**config.mk**
```make
export PLATFORM = sky130hd
export DESIGN_NAME = mem_port_arbiter
export DESIGN_NICKNAME = d
export VERILOG_FILES = /design/src/rtl/mem_port_arbiter.sv
export SDC_FILE = /design/constraint.sdc
export NUM_CORES = 1
export LEC_CHECK = 0
export ABC_AREA = 1
export CAP_MARGIN = 40
export CORE_MARGIN = 3
export CORE_UTILIZATION = 37
export DETAILED_ROUTE_END_ITERATION = 10
export GPL_TIMING_DRIVEN = 0
export PLACE_DENSITY = 0.77
export SYNTH_ARGS = -nofsm -noshare
export SYNTH_HDL_FRONTEND = slang
export SYNTH_SLANG_ARGS = --single-unit
```
**constraint.sdc**
```tcl
create_clock -name clk -period 1.4 [get_ports clk]
set_input_delay 0.14 -clock clk [delete_from_list [all_inputs] [get_ports clk]]
set_output_delay 0.14 -clock clk [all_outputs]
set_load 0.02 [all_outputs]
```
**src/rtl/mem_port_arbiter.sv**
```systemverilog
// rtl/mem_port_arbiter.sv - two-way fetch/data arbiter onto one single-port memory
// Data side wins by default; a starvation counter forces a waiting fetch through after MAX_DWELL data grants.
module mem_port_arbiter #(
    parameter int ADDR_W    = 32,
    parameter int DATA_W    = 32,
    parameter int MAX_DWELL = 4
) (
    input  logic                  clk,
    input  logic                  rst,
    input  logic                  if_req,
    input  logic [ADDR_W-1:0]     if_addr,
    output logic                  if_valid,
    output logic [DATA_W-1:0]     if_rdata,
    input  logic                  d_req,
    input  logic                  d_we,
    input  logic [ADDR_W-1:0]     d_addr,
    input  logic [DATA_W-1:0]     d_wdata,
    input  logic [DATA_W/8-1:0]   d_wstrb,
    output logic                  d_valid,
    output logic [DATA_W-1:0]     d_rdata,
    output logic                  mem_req,
    output logic                  mem_we,
    output logic [ADDR_W-1:0]     mem_addr,
    output logic [DATA_W-1:0]     mem_wdata,
    output logic [DATA_W/8-1:0]   mem_wstrb,
    input  logic [DATA_W-1:0]     mem_rdata,
    input  logic                  mem_ack,
    output logic                  stall_if,
    output logic                  stall_mem
);

    localparam int STRB_W = DATA_W / 8;
    localparam int CNT_W  = $clog2(MAX_DWELL + 1);

    typedef enum logic [1:0] {
        S_IDLE,
        S_FETCH,
        S_DATA,
        S_DONE
    } state_t;

    state_t             r_state;
    logic [CNT_W-1:0]   r_starve_cnt;
    logic               w_starved;
    logic               w_pick_data;

    assign w_starved   = (r_starve_cnt >= CNT_W'(MAX_DWELL));
    assign w_pick_data = d_req & (~w_starved | ~if_req);

    assign stall_if  = if_req & ~if_valid;
    assign stall_mem = d_req & ~d_valid;

    always_ff @(posedge clk) begin
        if (rst) begin
            r_state      <= S_IDLE;
            r_starve_cnt <= '0;
            mem_req      <= 1'b0;
            mem_we       <= 1'b0;
            mem_addr     <= '0;
            mem_wdata    <= '0;
            mem_wstrb    <= '0;
            if_valid     <= 1'b0;
            d_valid      <= 1'b0;
            if_rdata     <= '0;
            d_rdata      <= '0;
        end else begin
            case (r_state)
                S_IDLE: begin
                    // A fetch that is not waiting has nothing to be starved of.
                    if (!if_req) begin
                        r_starve_cnt <= '0;
                    end
                    if (w_pick_data) begin
                        r_state   <= S_DATA;
                        mem_req   <= 1'b1;
                        mem_we    <= d_we;
                        mem_addr  <= d_addr;
                        mem_wdata <= d_wdata;
                        mem_wstrb <= d_we ? d_wstrb : STRB_W'(0);
                        if (if_req && !w_starved) begin
                            r_starve_cnt <= r_starve_cnt + CNT_W'(1);
                        end
                    end else if (if_req) begin
                        r_state      <= S_FETCH;
                        mem_req      <= 1'b1;
                        mem_we       <= 1'b0;
                        mem_addr     <= if_addr;
                        mem_wdata    <= '0;
                        mem_wstrb    <= '0;
                        r_starve_cnt <= '0;
                    end
                end
                S_FETCH: begin
                    if (mem_ack) begin
                        if_rdata <= mem_rdata;
                        if_valid <= 1'b1;
                        mem_req  <= 1'b0;
                        r_state  <= S_DONE;
                    end
                end
                S_DATA: begin
                    if (mem_ack) begin
                        if (!mem_we) begin
                            d_rdata <= mem_rdata;
                        end
                        d_valid <= 1'b1;
                        mem_req <= 1'b0;
                        r_state <= S_DONE;
                    end
                end
                S_DONE: begin
                    if_valid <= 1'b0;
                    d_valid  <= 1'b0;
                    r_state  <= S_IDLE;
                end
                default: begin
                    r_state <= S_IDLE;
                end
            endcase
        end
    end

endmodule

```
Word level (Yosys, flattened, before mapping)
Index checks and enable logic that the tools add are counted.
Cells by class
  add/subtract/negate cells: 1
  reduce and logical (&&, ||, !) cells: 15
  bitwise gates (word level): 9
  equal/unequal tests: 7
  order comparisons: 1
  mux-type cells: 24
Operators with widths (count)
  $mux 32: 4
  $mux 3: 4
  $mux 4: 3
  $reduce_and 2->1: 5
  $reduce_bool 2->1: 4
  $mux 1: 6
  $mux 2: 3
  $pmux 1 s2: 3
  $pmux 2 s3: 1
  $reduce_and 3->1: 2
  $not 1->1: 5
  $eq 2x2->1 const B: 2
  $ne 2x2->1 const B: 2
  $add 3x1->3 const B: 1
  $and 1x1->1: 3
  $ge 3x3->1 const B: 1
  $ne 3x3->1 const B: 1
  $eq 2x1->1 const B: 1
  $logic_not 2->1: 1
  $ne 2x1->1 const B: 1
  $reduce_or 2->1: 1
  $logic_and 1x1->1: 1
  $logic_not 1->1: 1
  $or 1x1->1: 1
Word-level totals
  bits in registers: 141
  input port bits: 138
  output and inout bits: 138
  word-level logic and storage cells: 68

Depth between registers and ports, before layout
  depth in word-level cells: 6
  depth in mapped cells: 9
  depth with buffers taken out: 7

Worst setup path after synthesis
No wires, ideal clock.
  path type: reg2reg
  start: register r_state[0]
  end: register mem_addr[17]
  slack: -0.056 ns
  required time: 1.257 ns
  buffers on the path: 2
  data arrival time: 1.313 ns
  setup time: 0.143 ns
  cell stages (with the launch flop): 10
  period minus slack after synthesis: 1.456 ns
  cell sequence: dfxtp_1 > inv_1 > ha_1 > inv_2 > nor2_4 > inv_4 > buf_6 > buf_6 > nand2_2 > a21oi_2
Between the ends
  word-level cells in the longest chain between the ends: 2
RTL lines
  from (decl): RTL line 42  | state_t r_state;
  from (signal assigned): RTL line 55  | r_state <= S_IDLE;
  from (signal assigned): RTL line 74  | r_state <= S_DATA;
  from (signal assigned): RTL line 84  | r_state <= S_FETCH;
  $logic_not 2->1: RTL line 67  | case (r_state)
  $reduce_and 2->1 (no line)
  to (signal assigned): RTL line 77  | mem_addr <= d_addr;
  to (signal assigned): RTL line 87  | mem_addr <= if_addr;
  to (decl): RTL line 23  | output logic [ADDR_W-1:0] mem_addr,
No other way between the ends.
A chain may end at the register's enable or synchronous reset.

Worst setup path in the final report
  start: register r_state[0]
  end: register mem_wdata[18]
Between the ends
  word-level cells in the longest chain between the ends: 2
RTL lines
  $logic_not 2->1: RTL line 67
  $reduce_and 2->1 (no line)
  to (signal assigned): RTL line 78  | mem_wdata <= d_wdata;
  to (decl): RTL line 24  | output logic [DATA_W-1:0] mem_wdata,
No other way between the ends.

==> run summary <==
The shortest period the worst path allows is roughly 1400 ps. For the pin with the worst max-slew slack, the measured transition is ~700 ps. The first-pass GRT wire length is around 28000 um.

The fraction of final layout cells sized beyond drive strength 1 came out at 0.193. The area of the die is 0.0167 sq mm. The maximum root-to-sink buffer count came out at 2.

Walking the worst path, the cells encountered are inv_4, ha_4, inv_6, buf_6, nor2_8, clkbuf_16, nand2_1, a21oi_1. Summed over all layers, the routed wires come to between 15000 and 20000 um. By startpoint and endpoint, the worst setup path is classified as flip-flop to flip-flop.

Once placement completed, the tool counted placed cells totaling 1210. The reg-to-reg startpoint is r_state[0]$_SDFFE_PP0P_. The estimated wirelength of the detail-placed design is 13800 um. During I/O placement, the number of pins put on the boundary was about 280. Among cell families on the critical path, the largest total delay comes from buffers and inverters. The fraction of synthesized cell area taken by the top area cell type is 0.503. After synthesis, the mean cell area works out to 7.46 sq um. The count of antenna-violating nets left after detailed routing came out at 0. The sequential cell area is 0.00283 sq mm. The area inside the core boundary is ~0.015 sq mm.

By count the netlist is led by nand2_1, dfxtp_1, nor2_1, a21oi_1, o21ai_0. Dividing the final minimum period by the clock period gives 1.02. The synthesized instance count is 752.

The number of enable flip-flop cells after synthesis is 0. The area of combinational cells with multiple inputs came out at 0.00286 sq mm. Port buffering added 274 buffers.

The number of max-slew violations in the final report is 0. The achievable clock frequency came out at between 700 and 800 MHz. The post-CTS clock slew at the launch and capture registers of the worst setup and hold paths came out at 60 ps. For this design, the slowest cell found on the critical path is dfxtp_4. The worst hold slack after final layout came out at 145 ps. The initial utilization of the core area, before any placement, comes to 0.382. The largest net degree at the start of global routing came out at 17. IR analysis of the VDD net gives a maximum drop of 1.01 mV. For this design the static power due to leakage is 4.63 nW. The total number of H-tree levels is 4.

The clock latency reported for the late side of the worst-skew pair came out at 420 ps. The worst setup path is launched from a flip-flop. The length of the first detailed-routing pass in iterations is 4. nand2_1 is the most common cell in the netlist. The count of endpoints failing setup in the final report is 13. The number of buffers created by CTS is 17. The number of vias per cell after detailed routing is 4.80.

The die boundary width is 129 um. The post-layout total power is 15.4 mW. The run finished, with violations left. The highest net fanout along the worst path is 8. The overall die height came out at about 130 um. Routability-driven placement finished with a final weighted congestion of 0.822. The synthesized netlist net count came out at ~900. In this run the most critical hold path is launched from d_req.

The total number of yosys warnings is 0. After synthesis, the cell types taking the most area are dfxtp_1, nand2_1, nor2_1. The repair_antennas step left the layout with diodes totalling 0. The worst setup path is captured at a flip-flop. Once routing completed, OpenROAD measured the worst setup slack at -21.7 ps.

The final setup skew is 5.26 ps. The via total after detailed routing is 6052. The number of violations reported at the end of detailed-routing iteration 0 came out at 229. The required time of the worst setup path is 1740 ps. The count of max-cap constraint violations came out at 0.

The global-route usage over all layers came out at 0.217. The proportion of synthesized chip area in sequential cells came out at 0.503. Counting distinct cell types in the post-synthesis netlist gives 25. The number of fillers in the final layout came out at 1275.

dfxtp_1 takes more of the synthesized area than any other cell. The row count is 44. For this run, the slowest stage of the critical path takes ~360 ps. After detailed routing, the average wire length per cell comes to about 15 um. The number of synthesized register bits came out at about 140. The path class of the tightest hold or removal check is primary input to flip-flop. The number of global-route vias before repair came out at ~5600. The count of clock tree sinks came out at 141.

In this run the tightest slew margin relative to its limit is 0.533. Compared with the post-synthesis result, the final layout area differs by 75.0%. The hold-fix buffer count after cts came out at 0. After synthesis the cells add up to 0.00561 sq mm. For this design the ratio of total power to cell area is 1570 mW/mm^2. Among all flip-flop cells after synthesis, the most frequent one is dfxtp_1.

The worst setup slack for register-to-register paths came out at -20 ps. For this run, asynchronously set or reset flops after synthesis account for 0. For the final routed database, the setup TNS stands at -94.4 ps. The most critical setup path has its startpoint at r_state[0]$_SDFFE_PP0P_.

The remaining global-route overflow came out at 0. The final reports fail on setup timing. TritonCTS built the clock tree. The number of failing hold endpoints at the final stage is 0. The number of nets at the end of the flow is 1208. The final cell count without fillers came out at 1261. The post-placement setup slack is -500 ps. The number of DRC violations after detailed routing is 0. The cell sitting at the root of the clock tree is a clkbuf_16. Setup repair after global routing could not meet its margin everywhere. The number of buffer and inverter instances along the worst setup path came out at 4. The initial antenna violation count is 0. Data arrives at the worst endpoint at 1770 ps.
metal layers:
metal / global-route usage / wire [um] / vias up
li1: - / - / 3052
met1: 0.242 / 7650 / 2758
met2: 0.379 / 9610 / 207
met3: 0.0808 / 1680 / 35
met4: 0.0784 / 401 / 0
met5: 0 / 0 / -
registers in the layout (all words and copies together) (netlist names):
signal / cells
if_valid: 1
r_state: 2
mem_wstrb: 4
if_rdata: 32
d_valid: 1
mem_wdata: 32
r_starve_cnt: 3
mem_addr: 32
d_rdata: 32
mem_req: 1
mem_we: 1
tightest hold or removal path, delay by kind of cell:
kind	cells	cell delay, ps
and+or+nand+nor	3	190
AOI/OAI and AO/OA	1	50
buffers and inverters	1	130
kinds of logic after synthesis:
family	synth area share
AND/OR/NAND/NOR	0.289
adder cells (fa/ha/maj)	0.0134
flip-flops	0.503
buffers and inverters	0.0580
AO/OA/AOI/OAI	0.136
cell type report:
type | instances | area share
multi-input cells | 547 | 0.292
repair buffers | 293 | 0.289
flip-flops and latches | 141 | 0.288
clock buffers | 18 | 0.0437
plain buffers | 50 | 0.0403
well taps | 184 | 0.0235
clock inverters | 14 | 0.0162
inverters | 14 | 0.00714
worst paths after layout:
kind                             endpoint  cells past startpoint
max reg2reg    mem_wdata[18]$_SDFFE_PP0P_                      8
min          r_starve_cnt[1]$_SDFFE_PP0N_                      5
max            mem_wdata[18]$_SDFFE_PP0P_                      8
min reg2reg     mem_wstrb[0]$_SDFFE_PP0P_                      2
repair_timing:
item	CTS	global route
setup buffers	10	4
cloned	2	4
setup endpoints to repair	272	120
endpoints found under the hold margin	0	0
pin swaps	12	34
resized for setup	209	128
per-stage QoR:
stage | util | instance area [sq um]
2_1_floorplan | - | 5620
3_3_place_gp | 0.585 | 8590
3_5_place_dp | 0.585 | 8590
4_1_cts | 0.635 | 9330
5_1_grt | 0.668 | 9810
6_report | 0.668 | 9810
power breakdown:
| part | switching, mW | internal, mW |
|---|---|---|
| Sequential | 0.388 | 4.70 |
| Clock | 1.85 | 2.66 |
| Combinational | 3.21 | 2.58 |
placed cells by master (no fill, tap or decap), types with 6 or more instances in the layout:
master	Yosys	final
clkbuf_16	0	19
a21oi_1	67	40
o21ai_1	0	7
nor2_1	135	121
a21oi_2	10	37
nand2_1	207	179
clkbuf_1	19	12
nand2_2	10	16
o21ai_0	65	48
nand3_1	38	36
inv_6	0	6
inv_1	12	8
clkdlybuf4s50_1	0	136
buf_2	21	14
dlygate4sd2_1	0	137
buf_8	0	9
o21ai_2	0	10
buf_4	3	10
buf_6	6	12
nand2_4	1	23
nor2_2	0	13
dfxtp_1	141	139
Note: power is estimated with default switching activity, not from simulation.
==> variant 1, RTL diff (config.mk and constraints unchanged) <==
The 4 states of `state_t` get a one-hot encoding in 4 bits.
--- a/src/rtl/mem_port_arbiter.sv
+++ b/src/rtl/mem_port_arbiter.sv
@@ -33,9 +33,9 @@
     localparam int CNT_W  = $clog2(MAX_DWELL + 1);
 
-    typedef enum logic [1:0] {
-        S_IDLE,
-        S_FETCH,
-        S_DATA,
-        S_DONE
+    typedef enum logic [3:0] {
+        S_IDLE  = 4'b0001,
+        S_FETCH = 4'b0010,
+        S_DATA  = 4'b0100,
+        S_DONE  = 4'b1000
     } state_t;
 
Function: no difference found for any inputs over 4 cycles, from zero or initial values and one cycle with rst high; so few cycles prove little.
==> variant 1 against the original RTL <==
  * Wire length is 6.3% lower
  * Setup slack improved by 0.069 ns
  * Count of clock-buffer cells in the layout increased by 2
  * Sequential cell count is 2 higher
  * Combinational power shrank 37%
  * Final area is 6.9% lower
  * Power shrank 15%
  * Synthesized area is 1.6% lower
==> variant 1: results (changes against the original RTL) <==
outcome=completed (was complete, but fails checks); slowest cell on the critical path=clkdlybuf4s50_1 (was dfxtp_4); flop2flop setup slack=0.05 ns (was -0.02 ns); met3 wire length=1.38 mm (was 1.68 mm); top post-synthesis cells by area=dfxtp_1 52%, nand2_1 15%, a21oi_1 9.8% (was dfxtp_1 50%, nand2_1 14%, nor2_1 9.0%); maximum VDD drop=0.959 mV (was 1.01 mV); Detailed Place HPWL=13.6 mm (was 13.8 mm); Worst R2R End=mem_addr[8] (was mem_wdata[18]); Compound-Gate Fraction of Synth Area=16.1% (was 13.6%); register area=2870 um2 (was 2830 um2); cell area after layout=9130 um2 (was 9810 um2); Crit Reg-Reg Startpoint=r_state[2] (was r_state[0]); first-pass GRT wire length=28.1 mm (was 28.5 mm); register area share after synthesis=51.9% (was 50.3%); Pleak=4.20 nW (was 4.63 nW); Synth cell types=22 (was 25); worst hold slack=0.273 ns (was 0.145 ns); syn nets=893 (was 896); FILL cells=1367 (was 1275); setup bufs post-CTS=2 (was 10); Resized Gates After CTS=163 (was 209); nets@finish=1194 (was 1208); Reg2Reg Depth=7 (was 8); vias in the first global route=5513 (was 5648); layout cells sized above 1=8.63% (was 19.3%); GR Layer Usage met3=7.25% (was 8.08%); GR Util met2=36.8% (was 37.9%); synthesized flop and latch total=143 (was 141); Worst Hold Path Cells=3 (was 5); worst hold path endpoint=mem_wdata[12] (was r_starve_cnt[1]); Multi-input comb cells=516 (was 547); Iteration-0 DRC Markers=310 (was 229); wire length on met1=7.55 mm (was 7.65 mm); Least-Margin Pin Slew=0.613 ns (was 0.700 ns); Critical Path Source=d_req (was r_state[0]); gr usage total=21.6% (was 21.7%); adder-cell share of the synthesized area=0.227% (was 1.34%); Cells after Synth=754 (was 752); routed len/inst=14.5 um (was 15.3 um); final cell count without fillers=1250 (was 1261); crit path DAT=1.21 ns (was 1.77 ns); Data buffer area share=32.4% (was 32.9%); Post-DP Area=8490 um2 (was 8590 um2); Synth top cells by count=220 x nand2_1, 143 x dfxtp_1, 108 x a21oi_1 (was 207 x nand2_1, 141 x dfxtp_1, 135 x nor2_1); fraction of area in multi-input gates=25.3% (was 29.2%); worst setup path end=stall_mem (was mem_wdata[18]); DR WL met2=8.98 mm (was 9.61 mm); CP Max Fanout=4 (was 8); Synth Area per Inst=7.32 um2 (was 7.46 um2); vias post-DR=5907 (was 6052); clock buffer count=20 (was 18); Buffers, non-clock=333 (was 343); global placement routability congestion=0.831 (was 0.822); drt pass-1 iters=5 (was 4); Setup WS pre-CTS=-0.484 ns (was -0.500 ns); hold_sp=d_wdata[12] (was d_req); inverters=44 (was 14); global routing usage on met1=25.9% (was 24.2%)
[variant 1: changes by cell type after synthesis, moves of 3 or more]
cell / unedited run / this run
clkbuf_1: 19 / 23
a21oi_1: 67 / 108
nor2_1: 135 / 74
a21oi_2: 10 / 0
buf_4: 3 / 0
buf_6: 6 / 0
nand2_1: 207 / 220
buf_2: 21 / 26
ha_1: 6 / 1
inv_1: 12 / 41
nand2_2: 10 / 1
[variant 1: power groups by stage]
| stage | Clock (mW) | Sequential, mW | Combinational (mW) |
|---|---|---|---|
| 6_report | 4.57 | 4.82 | 3.68 |
| 5_1_grt | 4.82 | 4.88 | 4.05 |
| 4_1_cts | 4.65 | 4.81 | 3.55 |
| 3_5_place_dp | 0 | 4.90 | 3.74 |
| 3_3_place_gp | 0 | 4.89 | 3.73 |
| 2_1_floorplan | 0 | 5.46 | 1.38 |
[variant 1: critical path, delay by kind of cell]
kind | cells | cell delay, ns
and+or+nand+nor | 1 | 0.08
buffers and inverters | 3 | 0.99
==> variant 2, RTL diff (config.mk and constraints unchanged) <==
Made on the original files. `DATA_W`: 32 -> 40.
--- a/src/rtl/mem_port_arbiter.sv
+++ b/src/rtl/mem_port_arbiter.sv
@@ -3,5 +3,5 @@
 module mem_port_arbiter #(
     parameter int ADDR_W    = 32,
-    parameter int DATA_W    = 32,
+    parameter int DATA_W    = 40,
     parameter int MAX_DWELL = 4
 ) (
Interface: changed (7 resized); port bits go from 276 to 318. The function was not compared with the original's and may differ.
==> variant 2 against the original RTL <==
  * The flow still finishes with violations (setup timing)
  * Final area rose by 16%
  * Die area rose by 14%
  * Global-route usage rose by 0.93 points
  * Sequential cell count rose by 25
  * Setup slack barely moved
  * Final cell count rose by 15%
  * Power rose by 16%
  * Synthesized cell count rose by 14%
  * Critical path depth rose by 1
  * Wire length rose by 25%
  * Sequential power rose by 18%
  * Synthesized area rose by 15%
==> variant 2: results (changes against the original RTL) <==
Clock Latency Late Sink=0.43 ns; FILL cells=1360 (was 1275); Synth top cells by count=224 x nand2_1, 167 x nor2_1, 166 x dfxtp_1 (was 207 x nand2_1, 141 x dfxtp_1, 135 x nor2_1); clk slew on worst S/H paths=0.06 ns (about the same); Least-Margin Pin Slew=0.719 ns (was 0.700 ns); Iteration-0 DRC Markers=221 (was 229); CTS max path bufs=2 (unchanged); CP max stage delay=0.37 ns; top-area cell type share of the netlist area=51.6% (was 50.3%); biggest regs=d_rdata (40), if_rdata (40), mem_wdata (40); Max Slew Vio Count=0 (unchanged); layout cells sized above 1=19.8% (was 19.3%); nets@finish=1381 (was 1208); Clock Skew=0.0118 ns (was 0.00526 ns); register area share after synthesis=51.6% (was 50.3%); Yosys warnings=0 (unchanged); routed len/inst=16.6 um (was 15.3 um); vias in the first global route=6567 (was 5648); global placement routability congestion=0.834 (was 0.822); drt pass-1 iters=4 (unchanged); setup TNS=-0.183 ns (was -0.0944 ns); DRC Markers=0 (unchanged); Hold Path Class=in2reg (unchanged); CP Max Fanout=6 (was 8); vias post-DR=7052 (was 6052); Setup WS pre-CTS=-0.583 ns (was -0.500 ns); largest net degree at the start of global routing=17 (unchanged); violated checks=setup timing (unchanged); Detailed Place HPWL=17.0 mm (was 13.8 mm); first-pass GRT wire length=33.4 mm (was 28.5 mm); fin worst setup slack=-0.0214 ns (was -0.0217 ns); slowest cell on the critical path=dfxtp_4 (unchanged); Synth cell types=24 (was 25); Setup-failing EPs final=24 (was 13); syn nets=1021 (was 896); number of buffers created by CTS=17 (unchanged); maximum VDD drop=0.867 mV (was 1.01 mV); H-tree levels=4 (unchanged); Post-synth ARST share=0% (unchanged); clock root buffer=clkbuf_16 (unchanged); IO Port Bufs=316 (was 274); Synth Flop Type=dfxtp_1 (unchanged); Pleak=5.41 nW (was 4.63 nW); outcome=complete, but fails checks (unchanged); gr usage total=22.6% (was 21.7%); crit path DAT=1.71 ns (was 1.77 ns); initial antenna violation count=2 (was 0); top post-synthesis cells by area=dfxtp_1 52%, nand2_1 13%, nor2_1 9.7% (was dfxtp_1 50%, nand2_1 14%, nor2_1 9.0%)
-- variant 2: cells by family (layout without fill, tap and decap cells) --
logic type,count (synthesis),after routing,share of synthesized area (%)
simple gates,448,449,28.0
compound gates,169,169,13.8
flops,166,166,51.6
buf+inv,71,443,5.50
fa+ha+maj,6,6,1.17
other cells,0,1,0
-- variant 2: metal layers --
metal	share of wire [%]	global-route usage, %	vias up
met2	50	39.2	277
met4	2.1	8.12	2
met1	36	23.8	3244
met3	12	11.2	39
met5	0.029	0	-
li1	-	-	3490
-- variant 2: critical path, delay by kind of cell, from the launching register on --
kind | cells | cell delay, ns
flops | 1 | 0.37
compound gates | 1 | 0.05
fa+ha+maj | 1 | 0.16
buf+inv | 5 | 0.50
simple gates | 2 | 0.21
-- variant 2: cell type report --
cell class	count	share of cell area, %
repair buffers	341	29.3
clock buffers	18	3.77
multi-input cells	624	29.1
clock inverters	14	1.24
flip-flops and latches	166	29.3
diodes	1	0.0220
well taps	220	2.42
plain buffers	57	4.29
inverters	13	0.561
-- variant 2: per-stage QoR --
stage	cell area (um2)	instances
final	11400	1454
after global routing	11400	1454
after CTS	10600	1442
after detailed placement	9890	1396
after global placement	9890	1396
after floorplan	6460	860
-- variant 2: worst paths after layout --
check	endpoint	cells after the start	slack [ns]	start
setup reg to reg	mem_wdata[29]	9	-0.02	r_state[1]
hold reg to reg	mem_wdata[0]	2	0.46	mem_wdata[0]
setup / recovery	mem_wdata[29]	9	-0.02	r_state[1]
hold / removal	mem_addr[0]	5	0.19	d_req
-- variant 2: repair_timing --
| action | in CTS | in global routing |
|---|---|---|
| hold endpoints to repair | 0 | 0 |
| cloned | 2 | 8 |
| gates resized for setup | 234 | 183 |
| hold buffers | 0 | 0 |
| setup endpoints to repair | 324 | 163 |
| pin swaps | 4 | 24 |
| setup buffers | 13 | 3 |
-- variant 2: where the power goes --
| group | internal (mW) | switching (mW) |
|---|---|---|
| Clock | 2.50 | 2.08 |
| Combinational | 3.29 | 3.95 |
| Sequential | 5.52 | 0.475 |
